<file path="src/rtl/cpu_ctrl_pkg.sv">
// Shared encodings for the CPU run-control sequencer: run states, command
// opcodes and the cause reported with each done pulse.
package cpu_ctrl_pkg;

    typedef enum logic [1:0] {
        ST_IDLE   = 2'b00,
        ST_RUN    = 2'b01,
        ST_STEP   = 2'b10,
        ST_HALTED = 2'b11
    } run_state_e;

    typedef enum logic [1:0] {
        OP_STOP    = 2'b00,
        OP_RUN     = 2'b01,
        OP_STEP    = 2'b10,
        OP_RESTART = 2'b11
    } cmd_op_e;

    typedef enum logic [1:0] {
        CAUSE_STOP  = 2'b00,
        CAUSE_BREAK = 2'b01,
        CAUSE_HALT  = 2'b10,
        CAUSE_STEP  = 2'b11
    } done_cause_e;

endpackage

</file>
<file path="src/rtl/sat_counter.sv">
// Up-counter that sticks at its all-ones value; a synchronous clear takes
// priority over the increment.
module sat_counter #(
    parameter int W = 8
) (
    input  logic         clk,
    input  logic         reset_n,
    input  logic         inc,
    input  logic         clr,
    output logic [W-1:0] count
);

    localparam logic [W-1:0] MAX = '1;
    localparam logic [W-1:0] ONE = {{(W-1){1'b0}}, 1'b1};

    always_ff @(posedge clk or negedge reset_n) begin
        if (!reset_n) begin
            count <= '0;
        end else if (clr) begin
            count <= '0;
        end else if (inc && (count != MAX)) begin
            count <= count + ONE;
        end
    end

endmodule

</file>
<file path="src/rtl/cpu_exec_ctrl.sv">
// Run-control sequencer for the 4-bit CPU: gates the core clock enable, issues
// core reset pulses and reports why execution stopped.
module cpu_exec_ctrl
    import cpu_ctrl_pkg::*;
#(
    parameter int PC_W  = 4,
    parameter int CYC_W = 8
) (
    input  logic             clk,
    input  logic             reset_n,
    input  logic             cmd_valid,
    output logic             cmd_ready,
    input  logic [1:0]       cmd_op,
    input  logic             bp_en,
    input  logic [PC_W-1:0]  bp_addr,
    input  logic [PC_W-1:0]  cpu_pc,
    input  logic             cpu_halt,
    output logic             cpu_en,
    output logic             cpu_rst,
    output logic [1:0]       run_state,
    output logic             done,
    output logic [1:0]       done_cause,
    output logic [CYC_W-1:0] cycle_cnt
);

    // Handshake: a command transfers on a rising edge where cmd_valid and
    // cmd_ready are both 1; the host holds cmd_op stable while cmd_valid is high.
    run_state_e  state_q, state_d;
    done_cause_e cause_d;
    logic        done_d, rst_d, first_q, first_d;
    logic        accept, restart, bp_hit;
    cmd_op_e     op;

    assign op        = cmd_op_e'(cmd_op);
    assign cmd_ready = (state_q != ST_STEP);
    assign accept    = cmd_valid && cmd_ready;
    assign restart   = accept && (op == OP_RESTART);
    // The first RUN cycle ignores the breakpoint so execution can resume from it.
    assign bp_hit    = bp_en && (cpu_pc == bp_addr) && !first_q;
    assign run_state = state_q;

    always_comb begin
        state_d = state_q;
        cause_d = done_cause_e'(done_cause);
        done_d  = 1'b0;
        rst_d   = 1'b0;
        first_d = 1'b0;
        cpu_en  = 1'b0;
        case (state_q)
            ST_IDLE: begin
                if (accept && (op == OP_RUN)) begin
                    state_d = ST_RUN;
                    first_d = 1'b1;
                end else if (accept && (op == OP_STEP)) begin
                    state_d = ST_STEP;
                end
            end
            ST_RUN: begin
                if (cpu_halt) begin
                    state_d = ST_HALTED;
                    done_d  = 1'b1;
                    cause_d = CAUSE_HALT;
                end else if (bp_hit) begin
                    state_d = ST_IDLE;
                    done_d  = 1'b1;
                    cause_d = CAUSE_BREAK;
                end else begin
                    cpu_en = 1'b1;
                    if (accept && (op == OP_STOP)) begin
                        state_d = ST_IDLE;
                        done_d  = 1'b1;
                        cause_d = CAUSE_STOP;
                    end
                end
            end
            ST_STEP: begin
                done_d = 1'b1;
                if (cpu_halt) begin
                    state_d = ST_HALTED;
                    cause_d = CAUSE_HALT;
                end else begin
                    cpu_en  = 1'b1;
                    state_d = ST_IDLE;
                    cause_d = CAUSE_STEP;
                end
            end
            default: ;
        endcase
        // RESTART overrides everything else and never reports a done.
        if (restart) begin
            state_d = ST_IDLE;
            done_d  = 1'b0;
            cause_d = done_cause_e'(done_cause);
            rst_d   = 1'b1;
            first_d = 1'b0;
        end
    end

    always_ff @(posedge clk or negedge reset_n) begin
        if (!reset_n) begin
            state_q    <= ST_IDLE;
            first_q    <= 1'b0;
            cpu_rst    <= 1'b1;
            done       <= 1'b0;
            done_cause <= 2'b00;
        end else begin
            state_q <= state_d;
            first_q <= first_d;
            cpu_rst <= rst_d;
            done    <= done_d;
            if (done_d) begin
                done_cause <= cause_d;
            end
        end
    end

    sat_counter #(.W(CYC_W)) u_cycle_cnt (
        .clk     (clk),
        .reset_n (reset_n),
        .inc     (cpu_en),
        .clr     (restart),
        .count   (cycle_cnt)
    );

endmodule

</file>
<file path="config.mk">
export PLATFORM = sky130hd
export DESIGN_NAME = cpu_exec_ctrl
export DESIGN_NICKNAME = d
export VERILOG_FILES = /design/src/rtl/cpu_ctrl_pkg.sv /design/src/rtl/sat_counter.sv /design/src/rtl/cpu_exec_ctrl.sv
export SDC_FILE = /design/constraint.sdc
export NUM_CORES = 1
export LEC_CHECK = 0
export BUFFER_PORTS_ARGS = -buffer_cell sky130_fd_sc_hd__buf_2
export CORE_MARGIN = 10
export CORE_UTILIZATION = 53
export CTS_CLUSTER_DIAMETER = 100
export DETAILED_ROUTE_END_ITERATION = 10
export MAX_ROUTING_LAYER = met4
export PLACE_DENSITY_LB_ADDON = 0.12
export SYNTH_ARGS = -nofsm -noshare
export SYNTH_HDL_FRONTEND = slang
export SYNTH_SLANG_ARGS = --single-unit
export TNS_END_PERCENT = 20
</file>
<file path="constraint.sdc">
create_clock -name clk -period 4.74 [get_ports clk]
set_input_delay 1.422 -clock clk [delete_from_list [all_inputs] [get_ports clk]]
set_output_delay 1.422 -clock clk [all_outputs]
set_load 0.05 [all_outputs]
</file>
**Word level (Yosys, flattened, before mapping)**

Index checks and enable logic that the tools add are counted.

- Input bits: 15
- Word-level logic and storage cells: 62
- Register bits after elaboration: 15

- Eq/ne operators: 11
- Muxes and demuxes: 27
- Reduce and logical (&&, ||, !) cells: 16
- Bitwise logic cells: 1
- $add $sub $neg: 1

Operator list:

| cell | count |
|---|---|
| $mux W2 | 9 |
| $mux W8 | 2 |
| $mux W1 | 12 |
| $add A8 B1 Y8 const B | 1 |
| $logic_and A1 B1 Y1 | 8 |
| $ne A4 B4 Y1 const B | 2 |
| $ne A8 B8 Y1 const B | 1 |
| $eq A2 B2 Y1 const B | 3 |
| $pmux W2 S3 | 1 |
| $ne A5 B5 Y1 const B | 1 |
| $eq A2 B1 Y1 const B | 2 |
| $eq A4 B4 Y1 | 1 |
| $logic_not A2 Y1 | 2 |
| $pmux W1 S2 | 2 |
| $pmux W2 S2 | 1 |
| $reduce_and A4 Y1 | 1 |
| $reduce_bool A2 Y1 | 2 |
| $reduce_bool A4 Y1 | 1 |
| $reduce_and A3 Y1 | 1 |
| $ne A2 B2 Y1 const B | 1 |
| $logic_not A1 Y1 | 1 |
| $not A1 Y1 | 1 |

**Longest topological paths before layout**

Gate-level depths: netlist (run 1).

- Depth after elaboration: 9
- Mapped depth: 9
- Mapped depth without buffers: 8

**By module**

From an unflattened synthesis (run 1), not the netlist that was laid out.

- Cell total of the unflattened synthesis: 105
- Area total of the unflattened synthesis: 1,017.2 sq um

Modules (own cells, without submodules):

| module | seq. area each (sq um) | cells an instance | area an instance (sq um) | instances |
|---|---|---|---|---|
| cpu_exec_ctrl | 176.4 | 56 | 553.0 | 1 |
| sat_counter | 200.2 | 49 | 464.2 | 1 |

**Least setup slack after synthesis (run 1)**

Ideal clock, no wire load.

- Path type: input port to output port
- Start point: input bp_addr[3]
- End point: output cpu_en
- Slack: 915 ps
- Cell stages on the path: 5
- Data arrival time: 2,403 ps
- Cells stage by stage: xnor2_1 nand4b_1 o31ai_1 buf_6 inv_1

- Word-level cells in the longest chain between the ends: 6

RTL lines:

| element | line | source |
|---|---|---|
| from (decl) | cpu_exec_ctrl.sv:15 | `input logic [PC_W-1:0] bp_addr,` |
| $eq A4 B4 Y1 | cpu_exec_ctrl.sv:39 | `assign bp_hit = bp_en && (cpu_pc == bp_addr) && !first_q;` |
| $logic_and A1 B1 Y1 (2 in a row) | cpu_exec_ctrl.sv:39 |  |
| $mux W1 | cpu_exec_ctrl.sv:63 | `end else if (bp_hit) begin` |
| $mux W1 | cpu_exec_ctrl.sv:59 | `if (cpu_halt) begin` |
| $pmux W1 S2 | cpu_exec_ctrl.sv:49 | `case (state_q)` |
| to (decl) | cpu_exec_ctrl.sv:18 | `output logic cpu_en,` |

Every way passes these cells.

**Final worst setup path (run 1)**

Same ends and word-level chain as after synthesis.

==> summary.txt, run 1 <==
Timing
  • RSZ-0062 raised after global routing: no
  • Final critical-path share of the clock period: about 86%
  • Worst hold slack: 567 ps
  • Max Freq: 0.246 GHz
  • Number of endpoints failing setup at the final stage: 0
  • Final Hold Violating Endpoints: 0
  • Transition time at the pin with the least slew margin: ~840 ps
  • Layout Skew: ~2.2 ps
  • Final Max Slew Viols: 0
  • Post-route setup slack: around 680 ps
  • Remaining max-slew budget at the tightest pin: roughly 43%
  • Setup tns final: 0 ps
  • Shortest clock period the worst path allows after layout: slightly above 4000 ps

Power
  • NetSw: 360 uW
  • Reg power frac: approximately 28%
  • Peak supply drop: around 320 uV
  • Clock share of power: 10.9%
  • Part of the total power dissipated in combinational logic: around three fifths
  • Pleak: approximately 0.00053 uW
  • Net Sw Frac: about 53%
  • Power density relative to cell area: 596 nW/um^2
  • Total internal power: around 320 uW

Detailed routing
  • WL final: around 2300 um
  • Starting DRC count in detailed routing: 32
  • Via density per instance: ~5.6
  • Number of routed nets with antenna violations: 0
  • Router iterations before antenna repair: 4
  • Wire length per cell after detailed routing: 14.2 um
  • # DRC: 0
  • Via Count: 906

Setup path
  • Maximum fanout along the worst path: 11
  • Crit path capture type: output port
  • Critical-path cell list: buf_2 -> xnor2_1 -> nand4b_1 -> o31ai_1 -> buf_4 -> inv_1 -> buf_2
  • Type of the setup path with the least slack: input pin to output port
  • Worst path most repeated cell: sky130_fd_sc_hd__buf_2
  • Slowest cell on crit path: sky130_fd_sc_hd__o31ai_1
  • Count of buffer and inverter cells on the critical path: 4
  • Worst setup SP type: input pin
  • Crit path DAT: roughly 2600 ps
  • Worst stage delay on the critical path: approximately 230 ps
  • Crit path required time: approximately 3300 ps
  • Kind of cell adding the most delay to the critical path: buffers and inverters

GRT
  • Vias in the first global route: ~900
  • Pin count of the biggest net entering global routing: 16
  • Total track usage: 12.1%
  • Antenna violations before repair: 0
  • Global route overflow: 0
  • First-pass GRT wire length: 3970 um

Placement
  • Pre-CTS WS: around 680 ps
  • Estimated wirelength of the detail-placed design: 1850 um
  • Dpl cells: roughly 160
  • Quantity of I/O buffers inserted on ports: 30
  • Weighted congestion at the end of routability-driven global placement: approximately 0.93

Synthesis
  • Number of synthesis warnings: 0
  • Seq cells post-synth: 15
  • Ys flop type: sky130_fd_sc_hd__dfrtp_1
  • Cell with the most instances after synthesis: sky130_fd_sc_hd__dfrtp_1
  • Portion of synthesized cell area occupied by the leading cell type: 37.2%
  • Leading area contributor after synthesis: sky130_fd_sc_hd__dfrtp_1
  • Synthesized instance count: 103
  • Post-synthesis instance area: roughly 940 sq um
  • Most numerous cell types in the synthesized netlist: 14 x sky130_fd_sc_hd__dfrtp_1, 11 x sky130_fd_sc_hd__a21oi_1, 10 x sky130_fd_sc_hd__nand2_1
  • Post-Synthesis Net Count: approximately 120
  • Distinct cells, synth: 32
  • Average instance area after synthesis: slightly above 9 sq um
  • Top cells by area in the synthesized netlist: sky130_fd_sc_hd__dfrtp_1 37%, sky130_fd_sc_hd__a21oi_1 5.8%, sky130_fd_sc_hd__ha_1 5.3%, sky130_fd_sc_hd__nand2_1 4.0%, sky130_fd_sc_hd__xnor2_1 3.7%
  • Number of flops mapped to enable cells by yosys: 0
  • Fraction of synthesis flops using an asynchronous set or reset pin: 100%
  • Sequential-to-total area share from yosys stat: between 30% and 40%

Clock tree
  • H-tree depth reported by CTS: 1
  • Clock root buffer: sky130_fd_sc_hd__clkbuf_4
  • Clock buffer depth: 2
  • Clock insertion delay at the later pin of the skew report: 280 ps
  • Resize count post-CTS: 0
  • Postcts setup bufs: 0
  • Clock buffer count from CTS: 3
  • Clk sinks: 15
  • Number of buffers added to fix hold violations after cts: 0
  • Clock-pin slew of the registers on the worst-case setup and hold paths: around 90 ps
  • CTS tree: yes

Final layout
  • Multi-input logic area: roughly 520 sq um
  • Area growth from synthesis to layout: 21.6%
  • Share of layout cells above drive strength 1: roughly 28%
  • Count of nets after finishing: roughly 160
  • Ant. Diodes: 0
  • Post-layout instance count excluding filler cells: around 160
  • Count of filler cells inserted in the layout: about 150
  • Sequential cell area in the final layout: between 300 and 400 sq um

Hold path
  • HP Class: register to register

Floorplan
  • Area enclosed by the die boundary: around 3900 sq um
  • Die W: roughly 62 um
  • Chip height: 62.2 um
  • I/O pins: 31
  • Initial cell density of the core: between 50% and 60%
  • Core Footprint: 1710 sq um
  • Number of rows in the core area: 15

Status
  • Outcome: finished clean

Job
  • Max cap viols: 0
==> registers in the layout, summed over array words and instances, names as in the netlist <==
| name | flops |
|---|---|
| cpu_rst | 1 |
| u_cycle_cnt.count | 8 |
| done | 1 |
| first_q | 1 |
| run_state | 2 |
| done_cause | 2 |
==> layer usage <==
metal / wire [um] / vias up / GRT usage, %
li1: - / 448 / -
met1: 968 / 427 / 13.3
met2: 1210 / 29 / 21.0
met3: 110 / 2 / 2.69
met4: 16 / 0 / 3.71
met5: 0 / - / -
==> layout by cell type, fill, tap and decap left out, types with 2 or more instances in the layout <==
master                      instances
sky130_fd_sc_hd__o31ai_1            4
sky130_fd_sc_hd__xnor2_1            4
sky130_fd_sc_hd__dfrtp_1           14
sky130_fd_sc_hd__or4_1              2
sky130_fd_sc_hd__nor2_1             4
sky130_fd_sc_hd__nor3_1             5
sky130_fd_sc_hd__ha_1               4
sky130_fd_sc_hd__nand3b_1           2
sky130_fd_sc_hd__a31oi_1            2
sky130_fd_sc_hd__o41ai_1            2
sky130_fd_sc_hd__nand4b_1           3
sky130_fd_sc_hd__nand3_1            4
sky130_fd_sc_hd__a21oi_1           11
sky130_fd_sc_hd__inv_1              9
sky130_fd_sc_hd__buf_2             30
sky130_fd_sc_hd__nand2_1           10
sky130_fd_sc_hd__nor3b_1            2
sky130_fd_sc_hd__o2bb2ai_1          2
sky130_fd_sc_hd__clkbuf_4           3
sky130_fd_sc_hd__o21ai_0            4
sky130_fd_sc_hd__mux2i_1            2
==> path summary, 6_finish.rpt <==
path,startpoint,to,slack (ps),depth (start not counted)
worst max-delay path,bp_addr[3],cpu_en,680,7
worst min-delay path,run_state[0],run_state[0],570,1
worst max register to register,run_state[0],u_cycle_cnt.count[4],2570,8
worst min register to register,run_state[0],run_state[0],570,1
max in group asynchronous,reset_n,cpu_rst,3420,1
min in group asynchronous,reset_n,u_cycle_cnt.count[0],1030,1
==> stage by stage <==
| step | util [%] | cell area (sq um) | total power (uW) |
|---|---|---|---|
| final | 67.1 | 1150 | 683 |
| after global routing | 67.1 | 1150 | 733 |
| after CTS | 67.1 | 1150 | 684 |
| after detailed placement | 65.6 | 1120 | 612 |
| after global placement | 65.6 | 1120 | 600 |
| after floorplan | - | 942 | 514 |
==> layout make-up <==
| class | count | share of cell area [%] |
|---|---|---|
| multi-input cells | 77 | 45.1 |
| flip-flops and latches | 15 | 32.9 |
| repair buffers | 31 | 13.8 |
| inverters | 10 | 3.28 |
| well taps | 25 | 2.73 |
| clock buffers | 4 | 2.29 |
==> power by group through the flow <==
| stage | sequential, uW | combinational, uW | clock (uW) |
|---|---|---|---|
| after floorplan | 292 | 222 | 0 |
| after global placement | 191 | 409 | 0 |
| after detailed placement | 192 | 420 | 0 |
| after CTS | 190 | 419 | 74.6 |
| after global routing | 196 | 457 | 79.9 |
| final | 191 | 417 | 74.4 |
==> logic make-up (layout without fill, tap and decap cells) <==
| group | count (synthesis) | after routing | share of synthesized area (%) |
|---|---|---|---|
| XOR/XNOR | 4 | 4 | 3.72 |
| AO/OA/AOI/OAI | 30 | 30 | 21.2 |
| AND/OR/NAND/NOR | 36 | 36 | 21.4 |
| flip-flops | 15 | 15 | 40.0 |
| multiplexers | 2 | 2 | 2.12 |
| buffers and inverters | 11 | 45 | 5.18 |
| adder cells (fa/ha/maj) | 5 | 5 | 6.37 |
Note: power is estimated with default switching activity, not from simulation.
==> run 2, diff against run 1 <==
--- a/config.mk
+++ b/config.mk
@@ -7,12 +7,14 @@
 export LEC_CHECK = 0
 export BUFFER_PORTS_ARGS = -buffer_cell sky130_fd_sc_hd__buf_2
 export CORE_MARGIN = 10
-export CORE_UTILIZATION = 53
+export CORE_UTILIZATION = 54
 export CTS_CLUSTER_DIAMETER = 100
 export DETAILED_ROUTE_END_ITERATION = 10
 export MAX_ROUTING_LAYER = met4
 export PLACE_DENSITY_LB_ADDON = 0.12
+export RECOVER_POWER = 100
 export SYNTH_ARGS = -nofsm -noshare
 export SYNTH_HDL_FRONTEND = slang
+export SYNTH_HIERARCHICAL = 1
 export SYNTH_SLANG_ARGS = --single-unit
 export TNS_END_PERCENT = 20
==> run 2 against run 1 <==
  * Largest cell class unchanged
  * Cell count unchanged
  * Clock power up 4.3%
  * Via count up 3.0%
  * Global-route usage up 0.76 points
  * Sequential share of layout area down 0.46 points
  * Die area up 4.0%
  * Critical endpoint unchanged
  * Hold slack worse by 45 ps
  * Sequential cell count unchanged
  * Synthesized area up 8.0%
  * Highest routed layer unchanged
  * Worst setup slack worse by 160 ps
==> summary.txt, run 2 <==
Status
  • Outcome: finished clean

Synthesis
  • Ys flop type: sky130_fd_sc_hd__dfrtp_1
  • Most numerous cell types in the synthesized netlist: 14 x sky130_fd_sc_hd__dfrtp_1, 10 x sky130_fd_sc_hd__a21oi_1, 7 x sky130_fd_sc_hd__inv_1, 7 x sky130_fd_sc_hd__nor3_1, 6 x sky130_fd_sc_hd__nand2b_1
  • Main combinational cell family by area after synthesis: simple AND/OR/NAND/NOR gates
  • Leading area contributor after synthesis: sky130_fd_sc_hd__dfrtp_1
  • Number of flops mapped to enable cells by yosys: 0 (unchanged)
  • Top cells by area in the synthesized netlist: sky130_fd_sc_hd__dfrtp_1 34%, sky130_fd_sc_hd__a21oi_1 4.9%, sky130_fd_sc_hd__ha_1 4.9%, sky130_fd_sc_hd__nand2b_1 3.7%, sky130_fd_sc_hd__nor3_1 3.4%
  • Compound-cell area share of the yosys netlist: 16.7% (-4.5 points)
  • Cell with the most instances after synthesis: sky130_fd_sc_hd__dfrtp_1
  • Number of synthesis warnings: 6 (+6)
  • Distinct cells, synth: 41 (+28%)
  • Sequential-to-total area share from yosys stat: 37.0% (-3.0 points)
  • Area fraction in and, or, nand and nor cells after synthesis: 26.9% (+5.6 points)
  • Multiplexer fraction of the synthesized cell area: 6.15% (+4.0 points)
  • Post-synthesis instance area: 1020 sq um (+8.0%)
  • Post-Synthesis Net Count: 124 (+1.6%)
  • Portion of synthesized cell area occupied by the leading cell type: 34.4% (-2.7 points)
  • Average instance area after synthesis: 9.69 sq um (+5.9%)
  • Seq cells post-synth: 15 (unchanged)
  • Fraction of the mapped netlist area in adder cells: 4.92% (-1.5 points)
  • Fraction of synthesis flops using an asynchronous set or reset pin: 100% (unchanged)
  • Synthesized instance count: 105 (+1.9%)
  • Post-Synth XOR/XNOR Area: 4.31% (+0.59 points)

Power
  • Pleak: 0.000496 uW (-5.9%)
  • Peak supply drop: 460 uV (+45%)
  • Power density relative to cell area: 609 nW/um^2 (+2.2%)

Detailed routing
  • WL final: 2510 um (+9.0%)
  • Router iterations before antenna repair: 5 (+1)
  • Starting DRC count in detailed routing: 36 (+13%)
  • # DRC: 0 (unchanged)
  • Via Count: 933 (+3.0%)
  • Via density per instance: 5.76 (+3.0%)
  • Number of routed nets with antenna violations: 0 (unchanged)
  • Wire length per cell after detailed routing: 15.5 um (+9.0%)

Clock tree
  • CTS tree: yes
  • Postcts setup bufs: 0 (unchanged)
  • Clock buffer count from CTS: 3 (unchanged)
  • Clock insertion delay at the later pin of the skew report: 290 ps (about the same)
  • Resize count post-CTS: 0 (unchanged)
  • H-tree depth reported by CTS: 1 (unchanged)
  • Clock-pin slew of the registers on the worst-case setup and hold paths: 100 ps (about the same)
  • Number of buffers added to fix hold violations after cts: 0 (unchanged)
  • Clk sinks: 15 (unchanged)
  • Clock buffer depth: 2 (unchanged)
  • Clock root buffer: sky130_fd_sc_hd__clkbuf_4

Setup path
  • Crit path required time: 3320 ps (about the same)
  • Type of the setup path with the least slack: input pin to output port
  • Crit path DAT: 2800 ps (+160 ps)
  • Worst setup SP type: input pin
  • Setup slack, reg-to-reg: 2480 ps (-90 ps)
  • Worst stage delay on the critical path: 250 ps (+20 ps)
  • CP endpoint: cpu_en
  • Slowest cell on crit path: sky130_fd_sc_hd__nand4b_1
  • Count of buffer and inverter cells on the critical path: 3 (-1)
  • Critical-path cell list: buf_2 -> xor2_1 -> nor3_4 -> nand4b_1 -> a21oi_1 -> nor2b_1 -> buf_4 -> buf_2
  • Worst path most repeated cell: sky130_fd_sc_hd__buf_2
  • Timing startpoint of the critical path: bp_addr[0]
  • Maximum fanout along the worst path: 10 (-1)
  • Worst R2R Path Depth: 6 (-2)
  • Number of cells on the critical path: 8 (+1)
  • Crit path capture type: output port
  • Kind of cell adding the most delay to the critical path: simple AND/OR/NAND/NOR gates
  • Destination of the worst register-to-register timing path: run_state[0]
  • Reg2Reg Launch Point: run_state[0]

Hold path
  • Hold Crit Depth: 1 (unchanged)
  • HP Class: register to register

Job
  • Max cap viols: 0 (unchanged)

Placement
  • Estimated wirelength of the detail-placed design: 1840 um (-0.47%)
  • Pre-CTS WS: 600 ps (-84.6 ps)
  • Quantity of I/O buffers inserted on ports: 30 (unchanged)
  • Weighted congestion at the end of routability-driven global placement: 0.821 (-11%)

Floorplan
  • Die W: 63.4 um (+2.0%)
  • Core Footprint: 1760 sq um (+3.3%)
  • Initial cell density of the core: 57.7% (+2.5 points)
  • Chip height: 63.4 um (+2.0%)
  • Number of rows in the core area: 15 (unchanged)
  • Area enclosed by the die boundary: 4020 sq um (+4.0%)
  • I/O pins: 31 (unchanged)

Timing
  • Shortest clock period the worst path allows after layout: 4230 ps (+160 ps)
  • Post-route setup slack: 515 ps (-160 ps)
  • Remaining max-slew budget at the tightest pin: 41.6% (-1.8 points)
  • Number of endpoints failing setup at the final stage: 0 (unchanged)
  • Final Max Slew Viols: 0 (unchanged)
  • Setup tns final: 0 ps (unchanged)
  • Worst hold slack: 521 ps (-45.4 ps)
  • Final Hold Violating Endpoints: 0 (unchanged)
  • Layout Skew: 5.20 ps (+3.00 ps)
  • Transition time at the pin with the least slew margin: 873 ps (+30.4 ps)
  • RSZ-0062 raised after global routing: no
  • Final critical-path share of the clock period: 89.1% (+3.4 points)
  • Max Freq: 0.237 GHz (-3.8%)

Final layout
  • Leading cell types in the layout, fill and taps excluded: 19 x sky130_fd_sc_hd__clkbuf_1, 14 x sky130_fd_sc_hd__dfrtp_1, 12 x sky130_fd_sc_hd__buf_2, 10 x sky130_fd_sc_hd__a21oi_1
  • Ant. Diodes: 0 (unchanged)
  • Share of layout cells above drive strength 1: 18.2% (-10 points)
  • Area growth from synthesis to layout: 14.3%
  • Largest reg by FF count: u_cycle_cnt/count
  • Multi-input logic area: 567 sq um (+9.7%)
  • Max reg flops: 8 (unchanged)
  • Count of filler cells inserted in the layout: 177 (+20%)
  • Sequential cell area in the final layout: 377 sq um (unchanged)
  • Count of nets after finishing: 157 (unchanged)
  • Most common cell after layout, fill and taps aside: sky130_fd_sc_hd__clkbuf_1

GRT
  • Global route overflow: 0 (unchanged)
  • First-pass GRT wire length: 4180 um (+5.2%)
  • Pin count of the biggest net entering global routing: 16 (unchanged)
  • Vias in the first global route: 901 (-0.33%)
  • Antenna violations before repair: 0 (unchanged)
  • Total track usage: 12.8% (+0.76 points)
==> run 2: cell count changes in the layout (fill, tap and decap cells not counted), sizes merged, moves of 3 or more <==
cell / change
buf: -18
nor3: +3
xor2: +3
nor2b: +4
nand2b: +6
mux2: +4
o31ai: -4
clkbuf: +18
nand2: -6
==> run 2: layer usage <==
metal	vias up	global-route usage (%)	routed length, um
met3	4	4.95	208
met1	443	14.5	1160
li1	448	-	-
met2	38	19.8	1120
met4	0	5.19	25
met5	-	-	0
==> run 2: stage by stage <==
step	area (sq um)	power [uW]	std cells	util, %
2_1_floorplan	1020	568	105	-
3_3_place_gp	1190	660	158	67.6
3_5_place_dp	1190	669	158	67.6
4_1_cts	1220	748	162	69.1
5_1_grt	1160	760	162	65.9
6_report	1160	708	162	65.9
==> run 2: where the power goes <==
| group | internal, uW | switching, uW | leakage [uW] | total (uW) |
|---|---|---|---|---|
| Sequential | 162 | 32.9 | 0.000190 | 195 |
| Combinational | 140 | 296 | 0.000291 | 436 |
| Clock | 32.8 | 44.9 | 0.0000150 | 77.6 |
| Total | 335 | 374 | 0.000496 | 708 |
==> run 2: kinds of logic (layout without fill, tap and decap cells) <==
family	count (synthesis)	count (layout)
adder cells (fa/ha/maj)	4	4
XOR/XNOR	5	5
multiplexers	5	5
buffers and inverters	10	42
AND/OR/NAND/NOR	42	42
flip-flops	15	15
AO/OA/AOI/OAI	24	24
==> run 2: worst min-delay path by stage <==
stage | end | slack, ps | start
5_1_grt | done_cause[0] | 560 | done_cause[0]
2_1_floorplan | done | 700 | first_q
3_3_place_gp | done_cause[1] | 490 | done_cause[1]
6_report | done_cause[1] | 520 | done_cause[1]
3_5_place_dp | done_cause[1] | 510 | done_cause[1]
4_1_cts | done_cause[1] | 530 | done_cause[1]
==> run 2: area by class of cell <==
cell class	count	share of cell area (%)
tap	25	2.69
clock buffer	4	2.26
sequential	15	32.4
timing repair buffer	31	11.6
inverter	7	2.26
multi-input combinational	80	48.8
==> run 3, diff against run 2 <==
--- a/config.mk
+++ b/config.mk
@@ -5,9 +5,10 @@
 export SDC_FILE = /design/constraint.sdc
 export NUM_CORES = 1
 export LEC_CHECK = 0
+export ABC_AREA = 1
 export BUFFER_PORTS_ARGS = -buffer_cell sky130_fd_sc_hd__buf_2
 export CORE_MARGIN = 10
-export CORE_UTILIZATION = 54
+export CORE_UTILIZATION = 55
 export CTS_CLUSTER_DIAMETER = 100
 export DETAILED_ROUTE_END_ITERATION = 10
 export MAX_ROUTING_LAYER = met4
==> run 3 against run 2 <==
  * Power up 12%
  * Largest power group unchanged
  * Hold slack worse by 42 ps
  * Clock skew down 3.4 ps
  * Count of clock-buffer cells in the layout down 1
==> summary.txt, run 3 <==
Setup path
  • Destination of the worst register-to-register timing path: u_cycle_cnt/count[2]
  • Slowest cell on crit path: sky130_fd_sc_hd__nor3_1
  • Critical-path cell list: buf_2 -> inv_2 -> nand2_1 -> nand2_1 -> nor2_1 -> nand3_1 -> a21oi_1 -> nor3_1 -> buf_2
  • Crit path required time: 3320 ps (about the same)
  • Crit path capture type: output port
  • Maximum fanout along the worst path: 5 (-5)
  • Kind of cell adding the most delay to the critical path: simple AND/OR/NAND/NOR gates
  • Type of the setup path with the least slack: input pin to output port
  • Crit path DAT: 2750 ps (-50 ps)
  • Worst R2R Path Depth: 10 (+4)
  • Reg2Reg Launch Point: run_state[0]
  • Setup slack, reg-to-reg: 2170 ps (-310 ps)
  • Worst setup SP type: input pin
  • Worst stage delay on the critical path: 370 ps (+120 ps)
  • Count of buffer and inverter cells on the critical path: 3 (unchanged)

Synthesis
  • Leading area contributor after synthesis: sky130_fd_sc_hd__dfrtp_1
  • Fraction of synthesis flops using an asynchronous set or reset pin: 100% (unchanged)
  • Portion of synthesized cell area occupied by the leading cell type: 32.4% (-2.1 points)
  • Number of synthesis warnings: 6 (unchanged)
  • Seq cells post-synth: 15 (unchanged)
  • Number of flops mapped to enable cells by yosys: 0 (unchanged)
  • Average instance area after synthesis: 7.07 sq um (-27%)
  • Most numerous cell types in the synthesized netlist: 47 x sky130_fd_sc_hd__nand2_1, 20 x sky130_fd_sc_hd__inv_1, 14 x sky130_fd_sc_hd__dfrtp_1
  • Cell with the most instances after synthesis: sky130_fd_sc_hd__nand2_1
  • Ys flop type: sky130_fd_sc_hd__dfrtp_1
  • Sequential-to-total area share from yosys stat: 34.8% (-2.2 points)
  • Top cells by area in the synthesized netlist: sky130_fd_sc_hd__dfrtp_1 32%, sky130_fd_sc_hd__nand2_1 16%, sky130_fd_sc_hd__inv_1 6.9%, sky130_fd_sc_hd__nand3_1 5.1%, sky130_fd_sc_hd__ha_1 4.6%
  • Distinct cells, synth: 27 (-34%)
  • Synthesized instance count: 153 (+46%)
  • Post-synthesis instance area: 1080 sq um (+6.4%)
  • Post-Synthesis Net Count: 172 (+39%)

Clock tree
  • Clock insertion delay at the later pin of the skew report: 300 ps (about the same)
  • CTS tree: yes
  • Clk sinks: 15 (unchanged)
  • H-tree depth reported by CTS: 1 (unchanged)
  • Clock-pin slew of the registers on the worst-case setup and hold paths: 90 ps (about the same)
  • Clock buffer count from CTS: 3 (unchanged)
  • Number of buffers added to fix hold violations after cts: 0 (unchanged)
  • Clock root buffer: sky130_fd_sc_hd__clkbuf_4
  • Resize count post-CTS: 0 (unchanged)
  • Clock buffer depth: 2 (unchanged)
  • Postcts setup bufs: 0 (unchanged)

Floorplan
  • Number of rows in the core area: 15 (unchanged)
  • Initial cell density of the core: 60.1% (+2.4 points)
  • Core Footprint: 1800 sq um (+2.1%)
  • Chip height: 64.4 um (+1.5%)
  • I/O pins: 31 (unchanged)
  • Area enclosed by the die boundary: 4140 sq um (+3.1%)
  • Die W: 64.4 um (+1.5%)

Timing
  • Final Hold Violating Endpoints: 0 (unchanged)
  • RSZ-0062 raised after global routing: no
  • Setup tns final: 0 ps (unchanged)
  • Remaining max-slew budget at the tightest pin: 46.2% (+4.6 points)
  • Layout Skew: 1.84 ps (-3.36 ps)
  • Final critical-path share of the clock period: 88.0% (-1.1 points)
  • Final Max Slew Viols: 0 (unchanged)
  • Max Freq: 0.240 GHz (+1.3%)
  • Transition time at the pin with the least slew margin: 807 ps (-66.1 ps)
  • Number of endpoints failing setup at the final stage: 0 (unchanged)
  • Shortest clock period the worst path allows after layout: 4170 ps (-53.9 ps)

Detailed routing
  • Router iterations before antenna repair: 4 (-1)
  • Wire length per cell after detailed routing: 12.8 um (-18%)
  • # DRC: 0 (unchanged)
  • Starting DRC count in detailed routing: 46 (+28%)
  • Via density per instance: 5.08 (-12%)
  • WL final: 2710 um (+7.8%)
  • Via Count: 1077 (+15%)
  • Number of routed nets with antenna violations: 0 (unchanged)

Power
  • Peak supply drop: 537 uV (+17%)
  • Pleak: 0.000635 uW (+28%)
  • Total power consumption of the routed design: 792 uW (+12%)
  • Power density relative to cell area: 638 nW/um^2 (+4.8%)

Final layout
  • Ant. Diodes: 0 (unchanged)
  • Area growth from synthesis to layout: 14.7%
  • Most common cell after layout, fill and taps aside: sky130_fd_sc_hd__nand2_1
  • Largest reg by FF count: u_cycle_cnt/count
  • Share of layout cells above drive strength 1: 19.8% (+1.5 points)
  • Post-route core utilization: 68.9% (+3.0 points)
  • Max reg flops: 8 (unchanged)
  • Count of nets after finishing: 207 (+32%)
  • Leading cell types in the layout, fill and taps excluded: 48 x sky130_fd_sc_hd__nand2_1, 20 x sky130_fd_sc_hd__inv_1, 18 x sky130_fd_sc_hd__clkbuf_1, 14 x sky130_fd_sc_hd__dfrtp_1, 13 x sky130_fd_sc_hd__nor2_1

Placement
  • Weighted congestion at the end of routability-driven global placement: 0.856 (+4.3%)
  • Quantity of I/O buffers inserted on ports: 30 (unchanged)
  • Estimated wirelength of the detail-placed design: 2150 um (+17%)

Status
  • Outcome: finished clean

GRT
  • Met3 Resource Use GR: 5.23% (+0.28 points)
  • Met2 routing resource usage after global routing: 21.3% (+1.5 points)
  • Vias in the first global route: 1038 (+15%)
  • Antenna violations before repair: 0 (unchanged)
  • Total track usage: 13.3% (+0.46 points)
  • Global-route track usage on met1: 14.6% (+0.053 points)
  • Pin count of the biggest net entering global routing: 16 (unchanged)
  • First-pass GRT wire length: 4440 um (+6.1%)
  • Global route overflow: 0 (unchanged)
  • Layer carrying the most global-route usage: met2

Hold path
  • Hold Crit Depth: 2 (+1)
  • Origin of the worst min-delay path: done_cause[1]
  • Hold path endpoint: done_cause[1]
  • HP Class: register to register

Job
  • Max cap viols: 0 (unchanged)
-- run 3: cells by family after synthesis --
kind of cell | synth area share [%]
compound gates | 10.6
fa+ha+maj | 4.62
buf+inv | 9.71
flops | 34.8
simple gates | 40.2
-- run 3: worst max path at each step --
stage                     endpoint  slack, ps  cells past startpoint  startpoint
final                       cpu_en        570                      9   cpu_pc[0]
after global routing        cpu_en        420                      9   cpu_pc[0]
after CTS                   cpu_en        660                      9   cpu_pc[0]
after detailed placement    cpu_en        660                      9   cpu_pc[0]
after global placement      cpu_en        730                      9   cpu_pc[0]
after floorplan             cpu_en        320                      7   cpu_pc[0]
-- run 3: layout make-up --
class	count	area (sq um)
Timing Repair Buffer	30	128
Sequential cell	15	377
Tap cell	25	31.3
Inverter	26	100
Clock buffer	3	22.5
Fill cell	168	561
Multi-Input combinational cell	112	578
Clock inverter	1	5.00
-- run 3: per-stage QoR --
| step | cells | area (sq um) | setup WS [ps] | hold slack, ps |
|---|---|---|---|---|
| finish | 212 | 1240 | 569 | 480 |
| global route | 212 | 1240 | 418 | 531 |
| CTS | 212 | 1290 | 656 | 479 |
| detailed placement | 208 | 1260 | 663 | 455 |
| global placement | 208 | 1260 | 726 | 458 |
| floorplan | 153 | 1080 | 321 | 715 |
-- run 3: routing by layer --
layer | wire [um] | part of all wire (%)
met3 | 199 | 7.3
met1 | 1190 | 44
met2 | 1270 | 47
met5 | 0 | 0
met4 | 45 | 1.7
-- run 3: report_power, final --
part	leakage, uW	switching (uW)	internal [uW]
sequential	0.000191	40.4	170
combinational	0.000427	377	129
clock	0.0000177	44.3	31.5
-- run 3: worst reg2reg max path, stage by stage, from the launching register on --
cell                         delay, ps
sky130_fd_sc_hd__dfrtp_1           410
sky130_fd_sc_hd__inv_1              80
sky130_fd_sc_hd__ha_1              240
sky130_fd_sc_hd__inv_2             110
sky130_fd_sc_hd__nand2_4            70
sky130_fd_sc_hd__nor2_1            600
sky130_fd_sc_hd__inv_1             230
sky130_fd_sc_hd__nand2_1           280
sky130_fd_sc_hd__clkinvlp_2        270
sky130_fd_sc_hd__nand2_1           110
sky130_fd_sc_hd__nand2_1            60
